==> config.mk <==
export PLATFORM = sky130hd
export DESIGN_NAME = rattlesnake_load_store_unit_flat
export DESIGN_NICKNAME = d
export VERILOG_FILES = /design/src/rtl/rattlesnake_load_store_unit_pkg.sv /design/src/rtl/rattlesnake_load_store_unit_if.sv /design/src/rtl/rattlesnake_load_align.sv /design/src/rtl/rattlesnake_load_store_unit.sv /design/src/flat_wrapper.sv
export SDC_FILE = /design/constraint.sdc
export NUM_CORES = 1
export LEC_CHECK = 0
export ABC_AREA = 1
export CAP_MARGIN = 25
export CORE_MARGIN = 2
export CORE_UTILIZATION = 35
export DETAILED_ROUTE_END_ITERATION = 8
export PLACE_DENSITY = 0.67
export REMOVE_ABC_BUFFERS = 1
export SKIP_CTS_REPAIR_TIMING = 1
export SYNTH_ARGS = -nofsm -noshare
export SYNTH_HDL_FRONTEND = slang
export SYNTH_SLANG_ARGS = --single-unit
==> constraint.sdc <==
create_clock -name clk -period 1.7 [get_ports clk]
set_input_delay 0.51 -clock clk [delete_from_list [all_inputs] [get_ports clk]]
set_output_delay 0.51 -clock clk [all_outputs]
set_load 0.02 [all_outputs]
==> src/rtl/rattlesnake_load_store_unit_pkg.sv <==
// Shared types, funct3 codes and lane helpers for the
// rattlesnake load/store unit.
package rattlesnake_load_store_unit_pkg;

   localparam int XLEN_DEF          = 32;
   localparam int XLEN_BYTES        = XLEN_DEF / 8;
   localparam int MEM_ADDR_BITS_DEF = 16;
   localparam int STARVE_DEF        = 8;

   localparam logic [2:0] F3_LB  = 3'd0;
   localparam logic [2:0] F3_LH  = 3'd1;
   localparam logic [2:0] F3_LW  = 3'd2;
   localparam logic [2:0] F3_LBU = 3'd4;
   localparam logic [2:0] F3_LHU = 3'd5;
   localparam logic [2:0] F3_SB  = 3'd0;
   localparam logic [2:0] F3_SH  = 3'd1;
   localparam logic [2:0] F3_SW  = 3'd2;

   typedef enum logic [1:0] {
      S_IDLE,
      S_REQ,
      S_WAIT,
      S_DONE
   } ls_state_e;

   function automatic logic bad_req(
      input logic       ld,
      input logic       st,
      input logic [2:0] f3
   );
      if (ld && st) return 1'b1;
      if (ld) return (f3 == 3'd3) || (f3[2:1] == 2'b11);
      return f3 > F3_SW;
   endfunction

   function automatic logic misaligned(
      input logic [2:0] f3,
      input logic [1:0] a
   );
      return (f3[1:0] == F3_LH[1:0] && a[0])
          || (f3[1:0] == F3_LW[1:0] && a != 2'b00);
   endfunction

   function automatic logic [XLEN_BYTES-1:0] lane_mask(
      input logic [2:0] f3,
      input logic [1:0] a
   );
      logic [XLEN_BYTES-1:0] m;
      unique case (f3)
         F3_SB:   m = 4'b0001 << a;
         F3_SH:   m = a[1] ? 4'b1100 : 4'b0011;
         default: m = 4'b1111;
      endcase
      return m;
   endfunction

   function automatic logic [XLEN_DEF-1:0] lane_word(
      input logic [2:0]          f3,
      input logic [XLEN_DEF-1:0] sd
   );
      logic [XLEN_DEF-1:0] w;
      unique case (f3)
         F3_SB:   w = {4{sd[7:0]}};
         F3_SH:   w = {2{sd[15:0]}};
         default: w = sd;
      endcase
      return w;
   endfunction

endpackage

==> src/rtl/rattlesnake_load_store_unit_if.sv <==
// Execute-side request bundle plus data side of the shared
// memory port; master drives requests/memory, slave is the LSU.
interface rattlesnake_load_store_unit_if
   import rattlesnake_load_store_unit_pkg::*;
#(
   parameter int MEM_ADDR_BITS = MEM_ADDR_BITS_DEF,
   parameter int XLEN          = XLEN_DEF
) ();

   logic                     ls_start;
   logic                     ls_is_load;
   logic                     ls_is_store;
   logic [2:0]               ls_funct3;
   logic [XLEN-1:0]          ls_addr;
   logic [XLEN-1:0]          ls_store_data;
   logic                     ls_ready;

   logic                     mem_port_busy;
   logic                     mem_enable_out;
   logic [XLEN-1:0]          mem_word_out;

   logic                     data_read_enable;
   logic [XLEN/8-1:0]        data_write_enable;
   logic [MEM_ADDR_BITS-1:0] data_rw_addr;
   logic [XLEN-1:0]          data_write_word;
   logic                     data_priority_req;

   logic                     load_done;
   logic [XLEN-1:0]          load_data;
   logic                     store_done;
   logic                     exc_misaligned;
   logic                     exc_illegal;
   logic [XLEN-1:0]          exc_addr;

   modport master (
      output ls_start, ls_is_load, ls_is_store,
      output ls_funct3, ls_addr, ls_store_data,
      input  ls_ready,
      output mem_port_busy, mem_enable_out, mem_word_out,
      input  data_read_enable, data_write_enable,
      input  data_rw_addr, data_write_word,
      input  data_priority_req,
      input  load_done, load_data, store_done,
      input  exc_misaligned, exc_illegal, exc_addr
   );

   modport slave (
      input  ls_start, ls_is_load, ls_is_store,
      input  ls_funct3, ls_addr, ls_store_data,
      output ls_ready,
      input  mem_port_busy, mem_enable_out, mem_word_out,
      output data_read_enable, data_write_enable,
      output data_rw_addr, data_write_word,
      output data_priority_req,
      output load_done, load_data, store_done,
      output exc_misaligned, exc_illegal, exc_addr
   );

endinterface

==> src/rtl/rattlesnake_load_align.sv <==
// Load return path: shift the addressed lane down and
// sign- or zero-extend it to a full register value.
module rattlesnake_load_align
   import rattlesnake_load_store_unit_pkg::*;
(
   input  logic [XLEN_DEF-1:0] word_i,
   input  logic [1:0]          off_i,
   input  logic [2:0]          funct3_i,
   output logic [XLEN_DEF-1:0] data_o
);

   logic [XLEN_DEF-1:0] sh;

   always_comb begin
      sh     = word_i >> {off_i, 3'b000};
      data_o = sh;
      unique case (funct3_i)
         F3_LB:   data_o = {{24{sh[7]}}, sh[7:0]};
         F3_LH:   data_o = {{16{sh[15]}}, sh[15:0]};
         F3_LBU:  data_o = {24'd0, sh[7:0]};
         F3_LHU:  data_o = {16'd0, sh[15:0]};
         default: data_o = sh;
      endcase
   end

endmodule

==> src/rtl/rattlesnake_load_store_unit.sv <==
// RV32 load/store unit: byte requests in, word-addressed data
// side of the shared memory port out, aligned loads back.
module rattlesnake_load_store_unit
   import rattlesnake_load_store_unit_pkg::*;
#(
   parameter int MEM_ADDR_BITS = MEM_ADDR_BITS_DEF,
   parameter int XLEN          = XLEN_DEF,
   parameter int STARVE_CYCLES = STARVE_DEF
) (
   input logic clk,
   input logic reset_n,
   input logic sync_reset,
   rattlesnake_load_store_unit_if.slave bus
);

   localparam int CW = $clog2(STARVE_CYCLES + 1);
   localparam logic [CW-1:0] SAT = CW'(STARVE_CYCLES);

   ls_state_e state_q, state_d;

   logic                     is_load_q, is_load_d;
   logic [2:0]               f3_q, f3_d;
   logic [1:0]               off_q, off_d;
   logic [MEM_ADDR_BITS-1:0] waddr_q, waddr_d;
   logic [XLEN_BYTES-1:0]    mask_q, mask_d;
   logic [XLEN-1:0]          wword_q, wword_d;
   logic [CW-1:0]            cnt_q, cnt_d;
   logic [XLEN-1:0]          ldata_q, ldata_d;
   logic [XLEN-1:0]          exc_addr_q, exc_addr_d;
   logic                     ld_done_q, ld_done_d;
   logic                     st_done_q, st_done_d;
   logic                     mis_q, mis_d;
   logic                     ill_q, ill_d;

   logic            accept;
   logic            req_bad;
   logic            req_mis;
   logic            in_req;
   logic [XLEN-1:0] aligned;

   rattlesnake_load_align u_align (
      .word_i   (bus.mem_word_out),
      .off_i    (off_q),
      .funct3_i (f3_q),
      .data_o   (aligned)
   );

   assign accept = bus.ls_start
                && (state_q == S_IDLE)
                && (bus.ls_is_load || bus.ls_is_store);

   assign req_bad = bad_req(bus.ls_is_load,
                            bus.ls_is_store,
                            bus.ls_funct3);

   assign req_mis = !req_bad
                 && misaligned(bus.ls_funct3,
                               bus.ls_addr[1:0]);

   always_comb begin
      state_d    = state_q;
      is_load_d  = is_load_q;
      f3_d       = f3_q;
      off_d      = off_q;
      waddr_d    = waddr_q;
      mask_d     = mask_q;
      wword_d    = wword_q;
      cnt_d      = cnt_q;
      ldata_d    = ldata_q;
      exc_addr_d = exc_addr_q;
      ld_done_d  = 1'b0;
      st_done_d  = 1'b0;
      mis_d      = 1'b0;
      ill_d      = 1'b0;

      unique case (state_q)
         S_IDLE: begin
            if (accept) begin
               is_load_d = bus.ls_is_load;
               f3_d      = bus.ls_funct3;
               off_d     = bus.ls_addr[1:0];
               waddr_d   = bus.ls_addr[MEM_ADDR_BITS+1:2];
               mask_d    = lane_mask(bus.ls_funct3,
                                     bus.ls_addr[1:0]);
               wword_d   = lane_word(bus.ls_funct3,
                                     bus.ls_store_data);
               cnt_d     = '0;
               ill_d     = req_bad;
               mis_d     = req_mis;
               exc_addr_d = (req_bad || req_mis)
                          ? bus.ls_addr : '0;
               // faults park in DONE so ls_ready drops for a cycle
               state_d   = (req_bad || req_mis)
                         ? S_DONE : S_REQ;
            end
         end
         S_REQ: begin
            if (!bus.mem_port_busy) begin
               state_d   = is_load_q ? S_WAIT : S_IDLE;
               st_done_d = !is_load_q;
            end else if (cnt_q != SAT) begin
               cnt_d = cnt_q + CW'(1);
            end
         end
         S_WAIT: begin
            ldata_d   = aligned;
            ld_done_d = 1'b1;
            state_d   = S_DONE;
         end
         S_DONE: begin
            state_d = S_IDLE;
         end
      endcase

      if (sync_reset) begin
         state_d    = S_IDLE;
         is_load_d  = 1'b0;
         f3_d       = '0;
         off_d      = '0;
         waddr_d    = '0;
         mask_d     = '0;
         wword_d    = '0;
         cnt_d      = '0;
         ldata_d    = '0;
         exc_addr_d = '0;
         ld_done_d  = 1'b0;
         st_done_d  = 1'b0;
         mis_d      = 1'b0;
         ill_d      = 1'b0;
      end
   end

   always_ff @(posedge clk or negedge reset_n) begin
      if (!reset_n) begin
         state_q    <= S_IDLE;
         is_load_q  <= 1'b0;
         f3_q       <= '0;
         off_q      <= '0;
         waddr_q    <= '0;
         mask_q     <= '0;
         wword_q    <= '0;
         cnt_q      <= '0;
         ldata_q    <= '0;
         exc_addr_q <= '0;
         ld_done_q  <= 1'b0;
         st_done_q  <= 1'b0;
         mis_q      <= 1'b0;
         ill_q      <= 1'b0;
      end else begin
         state_q    <= state_d;
         is_load_q  <= is_load_d;
         f3_q       <= f3_d;
         off_q      <= off_d;
         waddr_q    <= waddr_d;
         mask_q     <= mask_d;
         wword_q    <= wword_d;
         cnt_q      <= cnt_d;
         ldata_q    <= ldata_d;
         exc_addr_q <= exc_addr_d;
         ld_done_q  <= ld_done_d;
         st_done_q  <= st_done_d;
         mis_q      <= mis_d;
         ill_q      <= ill_d;
      end
   end

   assign in_req = (state_q == S_REQ);

   assign bus.ls_ready          = (state_q == S_IDLE);
   assign bus.data_read_enable  = in_req && is_load_q;
   assign bus.data_write_enable = (in_req && !is_load_q)
                                ? mask_q : '0;
   assign bus.data_rw_addr      = in_req ? waddr_q : '0;
   assign bus.data_write_word   = (in_req && !is_load_q)
                                ? wword_q : '0;
   assign bus.data_priority_req = in_req && (cnt_q >= SAT);
   assign bus.load_done         = ld_done_q;
   assign bus.load_data         = ldata_q;
   assign bus.store_done        = st_done_q;
   assign bus.exc_misaligned    = mis_q;
   assign bus.exc_illegal       = ill_q;
   assign bus.exc_addr          = exc_addr_q;

   // read data is only captured in WAIT, so it must be valid then
   a_wait_data : assert property (
      @(posedge clk) disable iff (!reset_n || sync_reset)
      (state_q == S_WAIT) |-> bus.mem_enable_out
   );

endmodule

==> src/flat_wrapper.sv <==
// flat-port wrapper written by rule: the top's interface ports become plain ports
module rattlesnake_load_store_unit_flat import rattlesnake_load_store_unit_pkg::*;
#(
   parameter int MEM_ADDR_BITS = MEM_ADDR_BITS_DEF,
   parameter int XLEN          = XLEN_DEF,
   parameter int STARVE_CYCLES = STARVE_DEF
)
  (clk, reset_n, sync_reset, bus_ls_start, bus_ls_is_load, bus_ls_is_store, bus_ls_funct3, bus_ls_addr, bus_ls_store_data, bus_ls_ready, bus_mem_port_busy, bus_mem_enable_out, bus_mem_word_out, bus_data_read_enable, bus_data_write_enable, bus_data_rw_addr, bus_data_write_word, bus_data_priority_req, bus_load_done, bus_load_data, bus_store_done, bus_exc_misaligned, bus_exc_illegal, bus_exc_addr);
  rattlesnake_load_store_unit_if #(.MEM_ADDR_BITS(MEM_ADDR_BITS), .XLEN(XLEN)) bus_i ();
  input logic clk;
  input logic reset_n;
  input logic sync_reset;
  input wire logic [$bits(bus_i.ls_start)-1:0] bus_ls_start;
  input wire logic [$bits(bus_i.ls_is_load)-1:0] bus_ls_is_load;
  input wire logic [$bits(bus_i.ls_is_store)-1:0] bus_ls_is_store;
  input wire logic [$bits(bus_i.ls_funct3)-1:0] bus_ls_funct3;
  input wire logic [$bits(bus_i.ls_addr)-1:0] bus_ls_addr;
  input wire logic [$bits(bus_i.ls_store_data)-1:0] bus_ls_store_data;
  output wire logic [$bits(bus_i.ls_ready)-1:0] bus_ls_ready;
  input wire logic [$bits(bus_i.mem_port_busy)-1:0] bus_mem_port_busy;
  input wire logic [$bits(bus_i.mem_enable_out)-1:0] bus_mem_enable_out;
  input wire logic [$bits(bus_i.mem_word_out)-1:0] bus_mem_word_out;
  output wire logic [$bits(bus_i.data_read_enable)-1:0] bus_data_read_enable;
  output wire logic [$bits(bus_i.data_write_enable)-1:0] bus_data_write_enable;
  output wire logic [$bits(bus_i.data_rw_addr)-1:0] bus_data_rw_addr;
  output wire logic [$bits(bus_i.data_write_word)-1:0] bus_data_write_word;
  output wire logic [$bits(bus_i.data_priority_req)-1:0] bus_data_priority_req;
  output wire logic [$bits(bus_i.load_done)-1:0] bus_load_done;
  output wire logic [$bits(bus_i.load_data)-1:0] bus_load_data;
  output wire logic [$bits(bus_i.store_done)-1:0] bus_store_done;
  output wire logic [$bits(bus_i.exc_misaligned)-1:0] bus_exc_misaligned;
  output wire logic [$bits(bus_i.exc_illegal)-1:0] bus_exc_illegal;
  output wire logic [$bits(bus_i.exc_addr)-1:0] bus_exc_addr;
  assign bus_i.ls_start = bus_ls_start;
  assign bus_i.ls_is_load = bus_ls_is_load;
  assign bus_i.ls_is_store = bus_ls_is_store;
  assign bus_i.ls_funct3 = bus_ls_funct3;
  assign bus_i.ls_addr = bus_ls_addr;
  assign bus_i.ls_store_data = bus_ls_store_data;
  assign bus_ls_ready = bus_i.ls_ready;
  assign bus_i.mem_port_busy = bus_mem_port_busy;
  assign bus_i.mem_enable_out = bus_mem_enable_out;
  assign bus_i.mem_word_out = bus_mem_word_out;
  assign bus_data_read_enable = bus_i.data_read_enable;
  assign bus_data_write_enable = bus_i.data_write_enable;
  assign bus_data_rw_addr = bus_i.data_rw_addr;
  assign bus_data_write_word = bus_i.data_write_word;
  assign bus_data_priority_req = bus_i.data_priority_req;
  assign bus_load_done = bus_i.load_done;
  assign bus_load_data = bus_i.load_data;
  assign bus_store_done = bus_i.store_done;
  assign bus_exc_misaligned = bus_i.exc_misaligned;
  assign bus_exc_illegal = bus_i.exc_illegal;
  assign bus_exc_addr = bus_i.exc_addr;
  rattlesnake_load_store_unit #(.MEM_ADDR_BITS(MEM_ADDR_BITS), .XLEN(XLEN), .STARVE_CYCLES(STARVE_CYCLES)) u_core (.clk(clk), .reset_n(reset_n), .sync_reset(sync_reset), .bus(bus_i));
endmodule
==> results of run 1 <==
[layout by cell type, fill, tap and decap left out, types with 18 or more instances in the layout]
cell type | Yosys | layout
nand2_1 | 276 | 274
dfrtp_1 | 132 | 132
clkdlybuf4s50_1 | 0 | 103
inv_1 | 87 | 86
buf_4 | 4 | 79
dlymetal6s2s_1 | 0 | 69
nor2_1 | 69 | 43
o21ai_0 | 54 | 43
o21ai_1 | 29 | 37
nand3_1 | 32 | 32
o22ai_1 | 29 | 29
buf_6 | 6 | 25
clkbuf_16 | 0 | 21
o211ai_1 | 20 | 20
a21oi_1 | 20 | 20
nor2_4 | 4 | 18
[registers in the layout, summed over array words and instances, names as in the netlist]
register	count
u_core.bus.exc_addr	32
u_core.bus.exc_illegal	1
u_core.bus.exc_misaligned	1
u_core.bus.load_data	32
u_core.bus.load_done	1
u_core.bus.store_done	1
u_core.cnt_q	4
u_core.f3_q	3
u_core.is_load_q	1
u_core.mask_q	4
u_core.off_q	2
u_core.state_q	2
u_core.waddr_q	16
u_core.wword_q	32
[critical path, stage by stage (launching register included)]
cell     delay [ps]
dfrtp_1         410
nor2_4          130
nand2_2          70
buf_12          170
nor2_1          140
buf_4           160
[cell type report]
type                       instances  area (um2)  area share (%)
antenna                            1        2.50          0.0238
clock buffer                      18         439            4.17
clock inverter                    14         143            1.35
inverter                          93         359            3.41
multi-input combinational        568        2800            26.6
sequential                       132        3300            31.4
tap                              234         293            2.78
timing repair buffer             297        3190            30.3
[report_power, final]
group          switching, mW  internal, mW  leakage (nW)
Combinational           1.37          1.07          3.97
Sequential             0.115          3.39          1.81
Clock                   1.54          2.09         0.277
[cells by family (layout without fill, tap and decap cells)]
kind of cell | Yosys count | after routing | synth area share (%)
compound gates | 156 | 156 | 13.7
xor+xnor | 1 | 1 | 0.134
fa+ha+maj | 2 | 2 | 0.382
buf+inv | 138 | 422 | 9.47
flops | 132 | 132 | 50.4
other cells | 0 | 1 | 0
simple gates | 409 | 409 | 26.0
[per-stage QoR]
step / utilization (%) / worst slack (ps) / instances / hold slack, ps / cell area (um2)
final: 56.9 / -334 / 1357 / 473 / 10500
after floorplan: - / -219 / 793 / 214 / 6290
after global placement: 51.0 / -393 / 1315 / 414 / 9440
after detailed placement: 51.0 / -416 / 1315 / 410 / 9440
after global routing: 56.9 / -382 / 1356 / 494 / 10500
after CTS: 54.1 / -887 / 1347 / -43.6 / 10000
[worst paths after layout]
kind	slack [ps]	end	start	cells after the start
worst max-delay path	-330	bus_data_write_enable[2]	u_core.state_q[1]	5
worst min-delay path	470	u_core.bus.load_data[28]	u_core.bus.load_data[28]	2
worst max register to register	-200	u_core.bus.exc_addr[19]	u_core.state_q[1]	10
worst min register to register	470	u_core.bus.load_data[28]	u_core.bus.load_data[28]	2
max in group asynchronous	600	u_core.is_load_q	reset_n	3
min in group asynchronous	530	u_core.bus.load_data[28]	reset_n	2
[per-layer routing]
metal	up-vias	wire length, um
met1	3064	9340
met3	22	1430
met4	0	334
met5	-	0
met2	192	9860
li1	3213	-
==> results by group, run 1 <==
Synth
  • Synthesized cell area: 0.00656 mm2
  • Post-synth top cells: nand2_1, dfrtp_1, inv_1, nor2_1, o21ai_0
  • Top_reg_cell synth: dfrtp_1
  • Synth top area share: 50.4%
  • Synth top area cells: dfrtp_1, nand2_1, inv_1, o21ai_0, nor2_1
  • Seq cells post-synth: 132
  • Cell variety after synth: 30
  • YS warnings: 0
  • Biggest area consumer among synthesized cells: dfrtp_1
  • Synth async-reset ratio: 100%
  • Synthesized area per cell: 7.82 um2
  • Most common cell in the netlist: nand2_1
  • Sequential cell area fraction in the yosys report: 50.4%
  • EDFF count, synth: 0
  • Mapped Cells: 838

Final layout
  • Area grow syn2layout: 60.6%
  • Fill cells: 1698
  • Layout cell share with drive strength beyond 1: 20.1%
  • Nets: 1218

Die
  • I/O pin cnt: 230
  • Die span in y: 141 um
  • Die area: 0.0198 mm2
  • Die Wd: 141 um
  • Total core area: 0.0185 mm2
  • Initial core utilization: 35.4%
  • Std cell rows: 50

Clock network
  • CTS Root Cell: clkbuf_16
  • CTS sink count: 132
  • Htree depth: 4
  • Clk_lat worst skew: 420 ps
  • CTS Buf Count: 17
  • Clk buf depth: 2
  • Worst-path clk slew: 60 ps
  • CTS tree: yes

Global route
  • Vias in the first global route: 6459
  • Global routing usage on met1: 27.1%
  • GRT Residual Overflow: 0
  • First-pass GRT wire length: 32500 um
  • Gr usage total: 20.6%
  • M2 GR Usage: 32.6%
  • Pin count of the biggest net entering global routing: 49
  • GR Util met3: 6.22%
  • Top Usage Layer GRT: met2
  • Initial antenna violation count: 0

Timing
  • Fmax: 492 MHz
  • Hold Vio Cnt, Final: 0
  • Tcrit/Tclk final: 120%
  • Worst setup margin: -334 ps
  • Worst slew pin tran: 410 ps
  • Slew headroom: 72.7%
  • Final setup vio count: 116
  • Max Slew Vio Count: 0
  • TNS Setup: -23010 ps
  • Minimum clock period: 2030 ps
  • RSZ-0062 raised after global routing: yes
  • Worst Skew: 11.3 ps

Route
  • Vias: 6491
  • Remaining antenna violation count: 0
  • Avg Vias per Cell: 4.78
  • Initial DRC Count: 314
  • DRC: 0
  • WL/cell: 15.5 um
  • Routed WL: 21000 um
  • TritonRoute pass-1 iters: 5

Flow run
  • Total of max-cap violations: 0

Worst setup path
  • Req. time, crit path: 1190 ps
  • Crit Path Max Fanout: 37
  • CP Launch Type: flip-flop
  • Critical setup path kind: reg2out
  • Critical Path AT: 1520 ps
  • Crit. End Element: primary output

Power
  • Max VDD drop: 0.000734 V
  • Lkg Pwr: 6.05 nW
  • Total power: 9.57 mW
  • Pwr per Cell Area: 909 mW/mm2

Placement
  • Dpl hpwl: 14300 um
  • IO buf count: 228
  • RePlAce Congestion: 0.818

Run status
  • Status: complete, but fails checks
  • Failing checks: setup timing

Worst hold path
  • Worst hold path type: reg2reg
No activity file was read; power rests on OpenSTA's default activity.
==> inputs of run 2 (changes only) <==
Settings changed: CTS_BUF_LIST from default to sky130_fd_sc_hd__clkbuf_4.
Clock period 1.7 ns to 2.3 ns, I/O delays scaled along.
==> results by group, run 2 (synthesis results as in run 1) <==
Worst setup path
  • Crit. End Element: primary output
  • Req. time, crit path: 1610 ps (+420 ps)
  • Critical setup path kind: reg2out
  • Crit Path Max Fanout: 37 (unchanged)
  • Critical Path AT: 1680 ps (+160 ps)
  • CP Launch Type: flip-flop

Route
  • Remaining antenna violation count: 0 (unchanged)
  • Vias: 6302 (-2.9%)
  • Avg Vias per Cell: 4.76 (-0.42%)
  • Routed WL: 19900 um (-5.3%)
  • TritonRoute pass-1 iters: 4 (-1)
  • DRC: 0 (unchanged)
  • Initial DRC Count: 308 (-1.9%)
  • WL/cell: 15.0 um (-2.9%)

Global route
  • First-pass GRT wire length: 31900 um (-1.6%)
  • Pin count of the biggest net entering global routing: 41 (-16%)
  • Gr usage total: 20.3% (-0.28 points)
  • GRT Residual Overflow: 0 (unchanged)
  • Vias in the first global route: 6269 (-2.9%)
  • Initial antenna violation count: 0 (unchanged)

Flow run
  • Total of max-cap violations: 0 (unchanged)

Final layout
  • Area grow syn2layout: 46.8%
  • Inserted Diodes: 0 (-1)
  • Most frequent cells in the layout: nand2_1, dfrtp_1, clkdlybuf4s50_1
  • Fin cells: 1323 (-2.5%)
  • Fin util: 52.0% (-4.9 points)
  • Layout cell share with drive strength beyond 1: 15.2% (-4.8 points)
  • Most common cell after layout, fill and taps aside: nand2_1
  • Nets: 1185 (-2.7%)
  • Cell area after layout: 0.00963 mm2 (-8.6%)

Clock network
  • Htree depth: 4 (unchanged)
  • CTS sink count: 132 (unchanged)
  • Clk buf depth: 2 (unchanged)
  • Clk_lat worst skew: 540 ps (+120 ps)
  • CTS Root Cell: clkbuf_4
  • CTS tree: yes
  • Worst-path clk slew: 130 ps (+70 ps)
  • CTS Buf Count: 17 (unchanged)

Timing
  • Worst setup margin: -66.7 ps (+267 ps)
  • Worst Skew: 20.9 ps (+9.61 ps)
  • RSZ-0062 raised after global routing: yes
  • Tcrit/Tclk final: 103%
  • Hold Vio Cnt, Final: 0 (unchanged)
  • Hold_ws: 487 ps (+14.5 ps)
  • Fmax: 423 MHz
  • Worst slew pin tran: 673 ps (+263 ps)
  • Slew headroom: 55.2% (-18 points)
  • TNS Setup: -1070 ps (+21940 ps)
  • Minimum clock period: 2370 ps
  • Final setup vio count: 48 (-59%)
  • Max Slew Vio Count: 0 (unchanged)

Placement
  • RePlAce Congestion: 0.853 (+4.3%)
  • Post-DP Area: 0.00919 mm2 (-2.7%)
  • Cells after DPL: 1284 (-2.4%)
  • Dpl hpwl: 13900 um (-2.7%)
  • IO buf count: 228 (unchanged)
  • Pre-CTS WS: -30.5 ps (+385 ps)

Worst hold path
  • Worst hold path type: reg2reg

Die
  • Total core area: 0.0185 mm2 (unchanged)
  • Initial core utilization: 35.4% (unchanged)
  • I/O pin cnt: 230 (unchanged)
  • Die area: 0.0198 mm2 (unchanged)
  • Die Wd: 141 um (unchanged)
  • Die span in y: 141 um (unchanged)
  • Std cell rows: 50 (unchanged)

Power
  • Pwr per Cell Area: 622 mW/mm2 (-32%)
  • Total power: 5.99 mW (-37%)
  • Lkg Pwr: 5.49 nW (-9.3%)
  • Max VDD drop: 0.000353 V (-52%)

Run status
  • Status: complete, but fails checks
  • Failing checks: setup timing
-- run 2: power breakdown --
group	internal (mW)	total [mW]	switching (mW)
sequential	2.50	2.59	0.0919
clock	0.783	1.77	0.986
combinational	0.690	1.62	0.932
-- run 2: cell type report --
| class | instances | area, um2 |
|---|---|---|
| inverter | 93 | 357 |
| clock inverter | 15 | 194 |
| clock buffer | 17 | 128 |
| fill | 1805 | 8890 |
| sequential | 132 | 3300 |
| tap | 234 | 293 |
| timing repair buffer | 264 | 2680 |
| multi-input combinational | 568 | 2670 |
-- run 2: worst max-delay path, cell delays in order, from the launching register on --
cell,delay [ps]
dfrtp_1,430
nor2_2,150
nand2_2,80
buf_12,170
nor2_1,120
clkbuf_2,200
-- run 2: path summary, 6_finish.rpt --
check / start / endpoint / slack (ps) / cells after the start
max: u_core.state_q[1] / bus_data_write_enable[1] / -70 / 5
min: u_core.bus.load_data[24] / u_core.bus.load_data[24] / 490 / 2
max reg2reg: u_core.state_q[0] / u_core.wword_q[8] / 480 / 10
min reg2reg: u_core.bus.load_data[24] / u_core.bus.load_data[24] / 490 / 2
max in group asynchronous: reset_n / u_core.wword_q[9] / 1120 / 3
min in group asynchronous: reset_n / u_core.bus.load_data[26] / 590 / 2
-- run 2: routing by layer --
layer / wire length [um] / share of wire (%) / track usage (%)
met1: 8740 / 44 / 26.2
met2: 9180 / 46 / 32.8
met3: 1630 / 8.2 / 6.56
met4: 305 / 1.5 / 5.79
met5: 0 / 0 / 0
